===== src/rtl/vcfg_ctx_unit.sv =====
// Multi-context vector configuration unit: decodes vsetvl* requests, computes vl = min(AVL, VLMAX)
// and holds per-context vtype/vl/vstart, with a single registered response stage.
module vcfg_ctx_unit #(
    parameter int VLEN  = 4096,
    parameter int ELEN  = 64,
    parameter int NrCtx = 4,
    parameter int XLEN  = 64,
    localparam int VlW  = $clog2(VLEN) + 1,
    localparam int CtxW = (NrCtx > 1) ? $clog2(NrCtx) : 1
) (
    input  logic                           clk_i,
    input  logic                           rst_i,
    input  logic                           req_valid_i,
    output logic                           req_ready_o,
    input  logic [CtxW-1:0]                req_ctx_i,
    input  logic [XLEN-1:0]                req_avl_i,
    input  logic [XLEN-1:0]                req_vtype_i,
    input  logic                           req_rs1_x0_i,
    input  logic                           req_rd_x0_i,
    output logic                           rsp_valid_o,
    input  logic                           rsp_ready_i,
    output logic [VlW-1:0]                 rsp_vl_o,
    output logic [CtxW-1:0]                rsp_ctx_o,
    output logic                           rsp_vill_o,
    input  logic [NrCtx-1:0]               ctx_clear_i,
    output logic [NrCtx-1:0][XLEN-1:0]     vtype_o,
    output logic [NrCtx-1:0][VlW-1:0]      vl_o,
    output logic [NrCtx-1:0][VlW-1:0]      vstart_o
);

    localparam logic [2:0]      VlutCbseq = 3'b000;
    localparam logic [XLEN-1:0] VtypeIll  = {1'b1, {(XLEN-1){1'b0}}};
    localparam logic [VlW+2:0]  VlenBytes = (VlW+3)'(VLEN / 8);

    function automatic logic vtype_illegal(input logic [XLEN-1:0] vt);
        logic [2:0] vlmul;
        logic [2:0] vsew;
        logic [2:0] vlut;
        int         sew;
        logic       ill;
        vlmul = vt[2:0];
        vsew  = vt[5:3];
        vlut  = vt[10:8];
        sew   = 8 << vsew;
        ill   = 1'b0;
        if (vt[XLEN-1] || (|vt[XLEN-2:12])) ill = 1'b1;
        if (vlmul == 3'b100) ill = 1'b1;
        if (vsew[2] || (sew > ELEN)) ill = 1'b1;
        // Fractional LMUL: SEW must not exceed ELEN*LMUL.
        if (vlmul[2] && (vlmul != 3'b100) && (sew > (ELEN >> (8 - int'(vlmul))))) ill = 1'b1;
        if (vt[11] && (vlut == VlutCbseq)) ill = 1'b1;
        if ((vlut != VlutCbseq) && (sew > 16)) ill = 1'b1;
        return ill;
    endfunction

    function automatic logic [VlW-1:0] calc_vlmax(input logic [2:0] vsew, input logic [2:0] vlmul);
        logic [VlW+2:0] vlmax;
        vlmax = VlenBytes >> vsew;
        if (vlmul[2]) vlmax = vlmax >> (4'd8 - {1'b0, vlmul});
        else          vlmax = vlmax << vlmul;
        return vlmax[VlW-1:0];
    endfunction

    logic [NrCtx-1:0][XLEN-1:0] vtype_q;
    logic [NrCtx-1:0][VlW-1:0]  vl_q;
    logic [NrCtx-1:0][VlW-1:0]  vstart_q;
    logic [NrCtx-1:0][VlW-1:0]  vlmax_q;

    logic            vld_p1;
    logic [VlW-1:0]  rsp_vl_p1;
    logic [CtxW-1:0] rsp_ctx_p1;
    logic            rsp_vill_p1;

    logic            accept;
    logic [VlW-1:0]  cur_vl;
    logic [VlW-1:0]  cur_vlmax;
    logic [VlW-1:0]  new_vlmax;
    logic [VlW-1:0]  new_vl;
    logic            new_ill;

    assign req_ready_o = !vld_p1 || rsp_ready_i;
    assign accept      = req_valid_i && req_ready_o;

    always_comb begin
        cur_vl    = '0;
        cur_vlmax = '0;
        for (int k = 0; k < NrCtx; k++) begin
            if (req_ctx_i == CtxW'(k)) begin
                cur_vl    = vl_q[k];
                cur_vlmax = vlmax_q[k];
            end
        end
        new_vlmax = calc_vlmax(req_vtype_i[5:3], req_vtype_i[2:0]);
        new_ill   = vtype_illegal(req_vtype_i);
        new_vl    = new_vlmax;
        if (!req_rs1_x0_i) begin
            // Full-width compare so large AVLs saturate instead of wrapping.
            if (req_avl_i < {{(XLEN-VlW){1'b0}}, new_vlmax}) new_vl = req_avl_i[VlW-1:0];
        end else if (req_rd_x0_i) begin
            new_vl = cur_vl;
            if (new_vlmax != cur_vlmax) new_ill = 1'b1;
        end
        if (new_ill) new_vl = '0;
    end

    // Stage p0 -> p1: response register and context commit
    always_ff @(posedge clk_i) begin
        if (rst_i) begin
            vld_p1      <= 1'b0;
            rsp_vl_p1   <= '0;
            rsp_ctx_p1  <= '0;
            rsp_vill_p1 <= 1'b0;
            for (int k = 0; k < NrCtx; k++) begin
                vtype_q[k]  <= VtypeIll;
                vl_q[k]     <= '0;
                vstart_q[k] <= '0;
                vlmax_q[k]  <= '0;
            end
        end else begin
            if (accept) begin
                vld_p1      <= 1'b1;
                rsp_vl_p1   <= new_vl;
                rsp_ctx_p1  <= req_ctx_i;
                rsp_vill_p1 <= new_ill;
            end else if (rsp_ready_i) begin
                vld_p1 <= 1'b0;
            end
            for (int k = 0; k < NrCtx; k++) begin
                if (ctx_clear_i[k]) begin
                    vtype_q[k]  <= VtypeIll;
                    vl_q[k]     <= '0;
                    vstart_q[k] <= '0;
                    vlmax_q[k]  <= '0;
                end else if (accept && (req_ctx_i == CtxW'(k))) begin
                    vtype_q[k]  <= new_ill ? VtypeIll : {1'b0, req_vtype_i[XLEN-2:0]};
                    vl_q[k]     <= new_vl;
                    vstart_q[k] <= '0;
                    vlmax_q[k]  <= new_ill ? '0 : new_vlmax;
                end
            end
        end
    end

    assign rsp_valid_o = vld_p1;
    assign rsp_vl_o    = rsp_vl_p1;
    assign rsp_ctx_o   = rsp_ctx_p1;
    assign rsp_vill_o  = rsp_vill_p1;
    assign vtype_o     = vtype_q;
    assign vl_o        = vl_q;
    assign vstart_o    = vstart_q;

endmodule

===== config.mk =====
export PLATFORM = sky130hd
export DESIGN_NAME = vcfg_ctx_unit
export DESIGN_NICKNAME = d
export VERILOG_FILES = /design/src/rtl/vcfg_ctx_unit.sv
export SDC_FILE = /design/constraint.sdc
export NUM_CORES = 1
export LEC_CHECK = 0
export ABC_AREA = 1
export CORE_AREA = 2 2 204 206
export DETAILED_ROUTE_END_ITERATION = 7
export DIE_AREA = 0 0 206 208
export DONT_BUFFER_PORTS = 1
export MAX_ROUTING_LAYER = met4
export PLACE_DENSITY = 0.58
export SLEW_MARGIN = 20
export SYNTH_ARGS = -nofsm -noshare
export SYNTH_HDL_FRONTEND = slang
export SYNTH_SLANG_ARGS = --single-unit
export TNS_END_PERCENT = 10

===== constraint.sdc =====
create_clock -name clk_i -period 4.4 [get_ports clk_i]
set_input_delay 0.44 -clock clk_i [delete_from_list [all_inputs] [get_ports clk_i]]
set_output_delay 0.44 -clock clk_i [all_outputs]
set_load 0.01 [all_outputs]

Yosys cells after proc, flatten, opt, wreduce, memory -nomap -nowiden
Cells that the tools add are included.

word-level totals
  register bits after elaboration = 377
  bits of input ports = 140

operators by class
  add/sub/neg operators = 2
  order comparisons = 4
  equal/unequal tests = 6
  shift operators = 5
  muxes and demuxes = 26
  reductions and logical operators = 22

operator list
  operator                                                               count
  13-bit 2-to-1 mux                                                      14
  64-bit by 13-bit less-than comparator with 1-bit output                1
  64-bit 2-to-1 mux                                                      1
  51-bit OR reduction                                                    1
  32-bit > comparator                                                    1
  32-bit by 6-bit > comparator with 1-bit output, second input constant  1
  32-bit by 8-bit > comparator with 1-bit output, second input constant  1
  4-bit by 3-bit << shifter with 32-bit output, first input constant     1
  7-bit by 32-bit >> shifter with 32-bit output, first input constant    1
  16-bit by 3-bit << shifter with 13-bit output                          1
  10-bit by 3-bit >> shifter with 16-bit output, first input constant    1
  16-bit by 4-bit >> shifter with 13-bit output                          1
  13-bit != test                                                         1
  1-bit 2-to-1 mux                                                       11
  1-bit logical AND                                                      9
  2-bit OR reduction                                                     4
  4-bit by 3-bit subtractor with 5-bit output, first input constant      1
  2-bit equality test, second input constant                             2
  4-bit by 3-bit subtractor with 4-bit output, first input constant      1
  3-bit equality test, second input constant                             1
  3-bit logical NOT                                                      1
  1-bit logical OR                                                       3
  3-bit != test, second input constant                                   1
  3-bit nonzero test                                                     1
  other kinds (4)                                                        4

Depth between registers and ports, before layout
Gate-level depths: netlist of the first run.

  word-level depth = 12
  gate-level depth with buffers = 25

Worst setup path after synthesis of the first run
Ideal clock, no wire load.

  kind = input-to-reg
  start point = in req_vtype_i[0]
  end point = reg rsp_vl_p1[10], in the netlist rsp_vl_o[10]
  setup time = 0.069 ns
  arrival time = 3.508 ns
  required time = 4.331 ns
  slack = 0.823 ns
  cell stages on the path = 22
  buffers on the path = 3
  path through = inv_2 buf_4 ha_1 inv_1 ha_1 buf_2 clkinv_1 a21oi_1 inv_2 nand2_1 ha_1 a21oi_1 nand3b_1 a21oi_1 nor3_1 nand3_1 nor2_1 clkbuf_1 nand3_1 nand3_1 nand2_4 a21oi_2

between the ends
  cells in the longest elaborated chain, start to end = 11

ends and longest elaborated chain
  what                                           RTL line  text
  start: declaration                             17        input logic [XLEN-1:0] req_vtype_i,
  4-bit by 3-bit subtractor with 5-bit output    50        if (vlmul[2] && (vlmul != 3'b100) && (sew > (ELEN >> (8 - int'(vlmul))))) ill = 1'b1;
  7-bit by 32-bit >> shifter with 32-bit output  50
  32-bit > comparator                            50
  1-bit logical AND                              50
  1-bit 2-to-1 mux                               50
  1-bit 2-to-1 mux                               51        if (vt[11] && (vlut == VlutCbseq)) ill = 1'b1;
  1-bit 2-to-1 mux                               52        if ((vlut != VlutCbseq) && (sew > 16)) ill = 1'b1;
  1-bit 2-to-1 mux                               101       if (new_vlmax != cur_vlmax) new_ill = 1'b1;
  1-bit 2-to-1 mux                               99        end else if (req_rd_x0_i) begin
  1-bit 2-to-1 mux                               96        if (!req_rs1_x0_i) begin
  13-bit 2-to-1 mux (*)                          103       if (new_ill) new_vl = '0;
  end signal: assignment                         122       rsp_vl_p1 <= new_vl;
  end: declaration                               70        logic [VlW-1:0] rsp_vl_p1;

Mark *: on every way between the ends. The rest lies on a longest branch, timed or not.
A chain may end at the register's enable or synchronous reset.

Final worst setup path of the first run
  start point = in req_vtype_i[0]
  end point = reg vl_q, in the netlist vl_o[25]

between the ends
  cells in the longest elaborated chain, start to end = 11

ends and longest elaborated chain
  what                                           RTL line  text
  4-bit by 3-bit subtractor with 5-bit output    50
  7-bit by 32-bit >> shifter with 32-bit output  50
  32-bit > comparator                            50
  1-bit logical AND                              50
  1-bit 2-to-1 mux                               50
  1-bit 2-to-1 mux                               51
  1-bit 2-to-1 mux                               52
  1-bit 2-to-1 mux                               101
  1-bit 2-to-1 mux                               99
  1-bit 2-to-1 mux                               96
  13-bit 2-to-1 mux (*)                          103
  end signal: indexed assignment                 136       vl_q[k] <= new_vl;
  end: declaration                               65        logic [NrCtx-1:0][VlW-1:0] vl_q;

Marked as above.

==> results.yml, run 1 <==
run_status:
  status: "finished clean"
floorplan:
  core_area_mm2: 0.0406
  io_pins: 518
  dieArea_mm2: 0.0428
  initial_core_util: 0.369
  rows: 74
  die_h_um: 208
  dieWidth_um: 206
clock_network:
  clock_latency_ns: 0.56
  cts-root-buf: "clkbuf_16"
  cts_resized: 0
  cts_num_sinks: 377
  cts_buffers: 41
  clock_path_buffers: 3
  cts_htree_levels: 2
  cts_tree: "yes"
  cts_setup_buffers: 0
  clk_pin_slew_worst_paths_ns: 0.06
  cts_hold_buf: 1
layout:
  drive_gt1_frac: 0.112
  fin_area_mm2: 0.0166
  antenna_cells: 0
  fin_util: 0.410
  nets: 2010
  area_growth_pct: 11.1
  fillers: 4072
  final_cells: 2410
grt:
  grt_pass1_wl_mm: 72.4
  grt_start_max_net_pins: 75
  grt_pass1_vias: 11829
  antenna_found_initial: 0
  grt_remaining_overflow: 0
  track_usage: 0.227
logic_synthesis:
  synthFlopType: "dfxtp_1"
  synth_area_leaders: "dfxtp_1, nand2_1, o21ai_0, nor2_1, a21oi_1"
  ys_top_cells_by_count: "nand2_1, dfxtp_1, nor2_1"
  yosysMostFrequentCell: "nand2_1"
  ys_warn_count: 0
  synth_top_area_share: 0.504
  ys_types: 43
  syn_inst: 1903
  synth-seq-cells: 377
  synth_area_mm2: 0.0150
  seq_area_frac_synth: 0.504
  synth_edf_count: 0
  synth-async-reset-ratio: 0
  synth_area_per_cell_um2: 7.87
  yosys.area.top_type: "dfxtp_1"
setup_path:
  r2r_slack_ns: 1.90
  path_delay_family: "simple AND/OR/NAND/NOR gates"
  reg2reg_to: "vtype_o[68]$_SDFFE_PP0P_"
  worst_r2r_path_depth: 13
  critPathArrivalTime_ns: 3.95
  crit_required_ns: 4.80
  path_cells: "inv_2, ha_1, inv_1, ha_1, clkinv_1, a21oi_1, inv_2, nand2_1, ha_1, a21oi_1, nand3b_1, a21oi_1, nor3_1, nand3_1, nor2_1, buf_4, nand2_1, nand2_1, nand3_1, nand2_1, a21oi_1"
  critical_path.startpoint_type: "primary input"
  worstReg2RegStart: "vlmax_q[28]$_SDFFE_PP0P_"
  path_buf_inv: 5
  cp_slowest_cell: "a21oi_1"
  crit_type: "in2reg"
  endpoint_kind: "register"
  critical_path_peak_fanout: 18
  cpPeakStageDelay_ns: 0.32
timing:
  worstMarginPinSlew_ns: 0.922
  tns_ns: 0
  slew_headroom: 0.385
  final-max-slew-violation-count: 0
  hold_viol_final: 0
  fin_crit_sh: 0.807
  grt_setup_unrepaired: "false"
  period_needed_ns: 3.55
  finalClockSkew_ns: 0.0227
  fmax_mhz: 282
  setup_viol: 0
  setup_ws_ns: 0.850
hold_path:
  holdPathStages: 2
  hp-start: "req_ctx_i[0]"
  hold_end: "rsp_ctx_o[0]$_SDFFE_PP0P_"
  hold_class: "in2reg"
drt:
  drc_errors: 0
  vias_per_cell: 5.21
  drtIter0Drc: 928
  vias: 12549
  first_pass_iters: 5
  wl_per_cell_um: 20.3
  wirelength_mm: 48.9
  ant_nets: 0
place:
  dp_cells: 2335
  dpl_cell_area_mm2: 0.0151
  finalWeightedCongestion: 0.936
  pre_cts_ws_ns: 0.373
  numPortBuffers: 0
  hpwl_mm: 34.1
flow_run:
  cap_violations: 0
power_and_ir_drop:
  p_per_area_mw_per_mm2: 465
  leakagePower_nw: 6.27
  peakVddDrop_mv: 0.349
==> placed cells by master, fill, tap and decap left out, types with 3 or more instances in the layout <==
cell and instances:
nor2_4 17, a221oi_1 7, nor4_1 26, nand2_4 10, a21oi_2 45, nor2_2 5, nor2_1 245, nand3_1 65
inv_2 21, o221ai_1 7, nand2_2 20, ha_1 23, nand3b_1 4, dfxtp_1 377, and3_1 5, clkinv_2 5
nand2_1 418, o21ai_0 199, inv_1 49, bufinv_16 8, o211ai_1 6, a21oi_1 140, o21ai_1 7, clkbuf_8 9
clkbuf_1 8, nor3_1 3, nand4_1 9, buf_4 22, clkbuf_16 41, o22ai_1 5, conb_1 52
==> area by class of cell <==
class	count	area, um2	share of cell area
inverter	73	278	0.0167
sequential	377	7550	0.454
timing repair buffer	23	175	0.0105
clock inverter	16	310	0.0186
clock buffer	58	1180	0.0709
tap	532	666	0.0400
multi-input combinational	1331	6480	0.390
==> worst register-to-register path: stages (launching register included) <==
cell      delay (ns)
dfxtp_1         0.33
o22ai_1         0.09
o21ai_0         0.43
inv_1           0.08
nand2_1         0.08
nand2_1         0.04
nand2_1         0.06
nor2_1          0.04
nand2_1         0.06
nand2_2         0.06
nand2_4         0.07
clkinv_2        0.46
nand2_2         0.44
a21oi_1         0.11
==> layer usage <==
layer | wire length [um] | track usage
met4 | 1430 | 0.0749
met2 | 22200 | 0.350
met1 | 19300 | 0.267
met3 | 5920 | 0.0916
met5 | 0 | -
==> report_power, final <==
part,internal [mW],switching (mW),leakage (nW),total (mW)
combinational,0.128,0.361,2.50,0.489
clock,2.35,1.41,0.731,3.75
sequential,3.45,0.0510,3.04,3.50
==> how the worst max path moves through the flow <==
stage	slack, ns	startpoint	end	depth (start not counted)
2_1_floorplan	0.82	req_vtype_i[0]	rsp_vl_o[10]$_SDFFE_PP0P_	22
6_report	0.85	req_vtype_i[0]	vl_o[25]$_SDFFE_PP0P_	21
5_1_grt	0.48	req_vtype_i[0]	vl_o[27]$_SDFFE_PP0P_	21
4_1_cts	0.95	req_vtype_i[0]	vl_o[25]$_SDFFE_PP0P_	21
3_3_place_gp	0.40	req_vtype_i[0]	vl_o[28]$_SDFFE_PP0P_	21
3_5_place_dp	0.37	req_vtype_i[0]	vl_o[25]$_SDFFE_PP0P_	21
==> cells by family after synthesis <==
logic type / after synthesis / synth area share
AND/OR/NAND/NOR: 832 / 0.237
AO/OA/AOI/OAI: 423 / 0.160
flip-flops: 377 / 0.504
buffers and inverters: 246 / 0.0793
adder cells (fa/ha/maj): 23 / 0.0192
XOR/XNOR: 1 / 0.000585
other: 1 / 0.000250
==> registers in the layout, indices dropped and copies added, names as in the netlist <==
name / cells
rsp_ctx_o: 2
vl_o: 52
vtype_o: 256
rsp_valid_o: 1
rsp_vill_o: 1
rsp_vl_o: 13
vlmax_q: 52
==> metrics by stage <==
stage / hold WS, ns / power [mW]
finish: 0.0514 / 7.74
global route: 0.0440 / 8.01
global placement: 0.475 / 4.06
floorplan: 0.464 / 3.96
detailed placement: 0.476 / 4.06
CTS: 0.0326 / 7.82
No activity file was read; power rests on OpenSTA's default activity.
==> inputs of run 2 (changes only) <==
--- a/config.mk
+++ b/config.mk
@@ -11,7 +11,7 @@
 export DIE_AREA = 0 0 206 208
 export DONT_BUFFER_PORTS = 1
 export MAX_ROUTING_LAYER = met4
-export PLACE_DENSITY = 0.58
+export PLACE_DENSITY = 0.6
 export SLEW_MARGIN = 20
 export SYNTH_ARGS = -nofsm -noshare
 export SYNTH_HDL_FRONTEND = slang
==> constraint.sdc (replaced) <==
create_clock -name clk_i -period 3.03 [get_ports clk_i]
set_input_delay 0.303 -clock clk_i [delete_from_list [all_inputs] [get_ports clk_i]]
set_output_delay 0.303 -clock clk_i [all_outputs]
set_load 0.01 [all_outputs]
==> run 2 against run 1 <==
Net effect:
- critical path depth fell by 1
- final cell count rose by 2.0%
- count of clock-buffer cells in the layout fell by 2
- via count rose by 1.0%
- core utilization rose by 0.95 points
- first-iteration DRC count rose by 9.3%
- flip-flop and latch count did not move
- register-to-register slack got worse by 1.3 ns
- total power rose by 39%
- non-clock buffer count rose by 51
- sequential power rose by 45%
- combinational power rose by 61%
- largest power group is now sequential cells
==> results.yml, run 2 (synthesized netlist as in run 1, its figures left out) <==
layout:
  nets: 2061
  fillers: 4042
  fin_area_mm2: 0.0170
  layout_common_cells: "nand2_1, dfxtp_1, nor2_1"
  largest_register_ffs: 256
  final_cells: 2459
  final_common_cell: "nand2_1"
  antenna_cells: 0
  area_growth_pct: 13.6
  drive_gt1_frac: 0.135
drt:
  drc_errors: 0
  wl_per_cell_um: 20.3
  wirelength_mm: 49.9
  drtIter0Drc: 1014
  vias_per_cell: 5.16
  ant_nets: 0
  first_pass_iters: 5
  vias: 12678
setup_path:
  worstReg2RegStart: "rsp_valid_o$_SDFFE_PP0P_"
  crit_type: "in2reg"
  critical_path.startpoint_type: "primary input"
  critPathArrivalTime_ns: 3.08
  endpoint_kind: "register"
  crit_start: "req_vtype_i[1]"
  crit_required_ns: 3.46
  critical_path_peak_fanout: 13
timing:
  hold_viol_final: 0
  slew_headroom: 0.420
  tns_ns: 0
  fmax_mhz: 377
  finalClockSkew_ns: 0.0359
  period_needed_ns: 2.65
  fin_crit_sh: 0.875
  grt_setup_unrepaired: "false"
  setup_viol: 0
  timing.hold.ws_ns: 0.0566
  final-max-slew-violation-count: 0
  worstMarginPinSlew_ns: 0.868
place:
  dp_cells: 2374
  hpwl_mm: 35.2
  finalWeightedCongestion: 0.942
  dpl_cell_area_mm2: 0.0156
  numPortBuffers: 0
grt:
  antenna_found_initial: 0
  grt_start_max_net_pins: 75
  grt_pass1_wl_mm: 73.8
  track_usage: 0.231
  grt_pass1_vias: 11966
  grt_remaining_overflow: 0
clock_network:
  cts_tree: "yes"
  clk_pin_slew_worst_paths_ns: 0.06
  cts_num_sinks: 377
  cts_buffers: 41
  cts_resized: 0
  cts-root-buf: "clkbuf_16"
  cts_hold_buf: 13
  cts_setup_buffers: 0
  clock_path_buffers: 3
  clock_latency_ns: 0.57
  cts_htree_levels: 2
hold_path:
  hp-start: "req_vtype_i[3]"
  hold_class: "in2reg"
power_and_ir_drop:
  p_per_area_mw_per_mm2: 632
  leakagePower_nw: 6.48
  peakVddDrop_mv: 0.425
  power_mw: 10.8
floorplan:
  initial_core_util: 0.369
  rows: 74
  dieArea_mm2: 0.0428
  dieWidth_um: 206
  io_pins: 518
  core_area_mm2: 0.0406
  die_h_um: 208
flow_run:
  cap_violations: 0
run_status:
  status: "finished clean"
==> run 2: final timing paths <==
kind,to,slack (ns),cells after the start
hold reg to reg,vtype_o[248]$_SDFFE_PP0P_,0.48,2
hold / removal,vtype_o[195]$_SDFFE_PP0P_,0.06,2
setup / recovery,vl_o[12]$_SDFFE_PP0P_,0.38,20
setup reg to reg,vtype_o[191]$_SDFFE_PP1P_,0.56,8
==> run 2: report_power, final <==
group,internal [mW],total [mW],switching (mW)
Clock,2.86,4.89,2.03
Combinational,0.242,0.787,0.546
Sequential,5.01,5.09,0.0760
Total,8.11,10.8,2.65
==> run 2: layer usage <==
metal	vias up	global-route usage	wire length, um	share of wire
met1	5865	0.273	19900	0.40
met3	96	0.0943	5910	0.12
li1	6113	-	-	-
met4	0	0.0862	1760	0.035
met5	-	-	0	0
met2	604	0.352	22400	0.45
==> run 2: through the flow <==
stage               setup slack (ns)   util
floorplan                     0.0154      -
global route                  0.0812  0.420
CTS                            0.422  0.420
detailed placement            -0.167  0.384
global placement              -0.120  0.384
finish                         0.378  0.420
==> run 2: worst max-delay path, stage by stage <==
cell and delay [ns]:
inv_1 0.06, ha_2 0.17, inv_1 0.04, ha_1 0.43
clkinv_8 0.09, a21oi_4 0.16, inv_2 0.05, nand2_2 0.06
ha_1 0.24, a21oi_1 0.14, nand3b_1 0.12, a21oi_1 0.06
nor3_1 0.14, nand3_1 0.10, nor2_2 0.21, nand2_2 0.21
nand2_1 0.11, nand3_1 0.07, nand2_1 0.22, a21oi_1 0.09
==> run 2: cell type report <==
| class | instances | area, um2 | share of cell area |
|---|---|---|---|
| multi-input cells | 1331 | 6560 | 0.385 |
| repair buffers | 74 | 638 | 0.0375 |
| well taps | 532 | 666 | 0.0391 |
| inverters | 73 | 293 | 0.0172 |
| flip-flops and latches | 377 | 7550 | 0.443 |
| clock buffers | 56 | 1150 | 0.0678 |
| clock inverters | 16 | 173 | 0.0101 |
==> inputs of run 3 (changes only) <==
--- a/config.mk
+++ b/config.mk
@@ -12,6 +12,7 @@
 export DONT_BUFFER_PORTS = 1
 export MAX_ROUTING_LAYER = met4
 export PLACE_DENSITY = 0.6
+export SKIP_LAST_GASP = 1
 export SLEW_MARGIN = 20
 export SYNTH_ARGS = -nofsm -noshare
 export SYNTH_HDL_FRONTEND = slang
==> results of run 3 <==
Same layout as run 2: the final DEF is identical, and so are final timing and power.
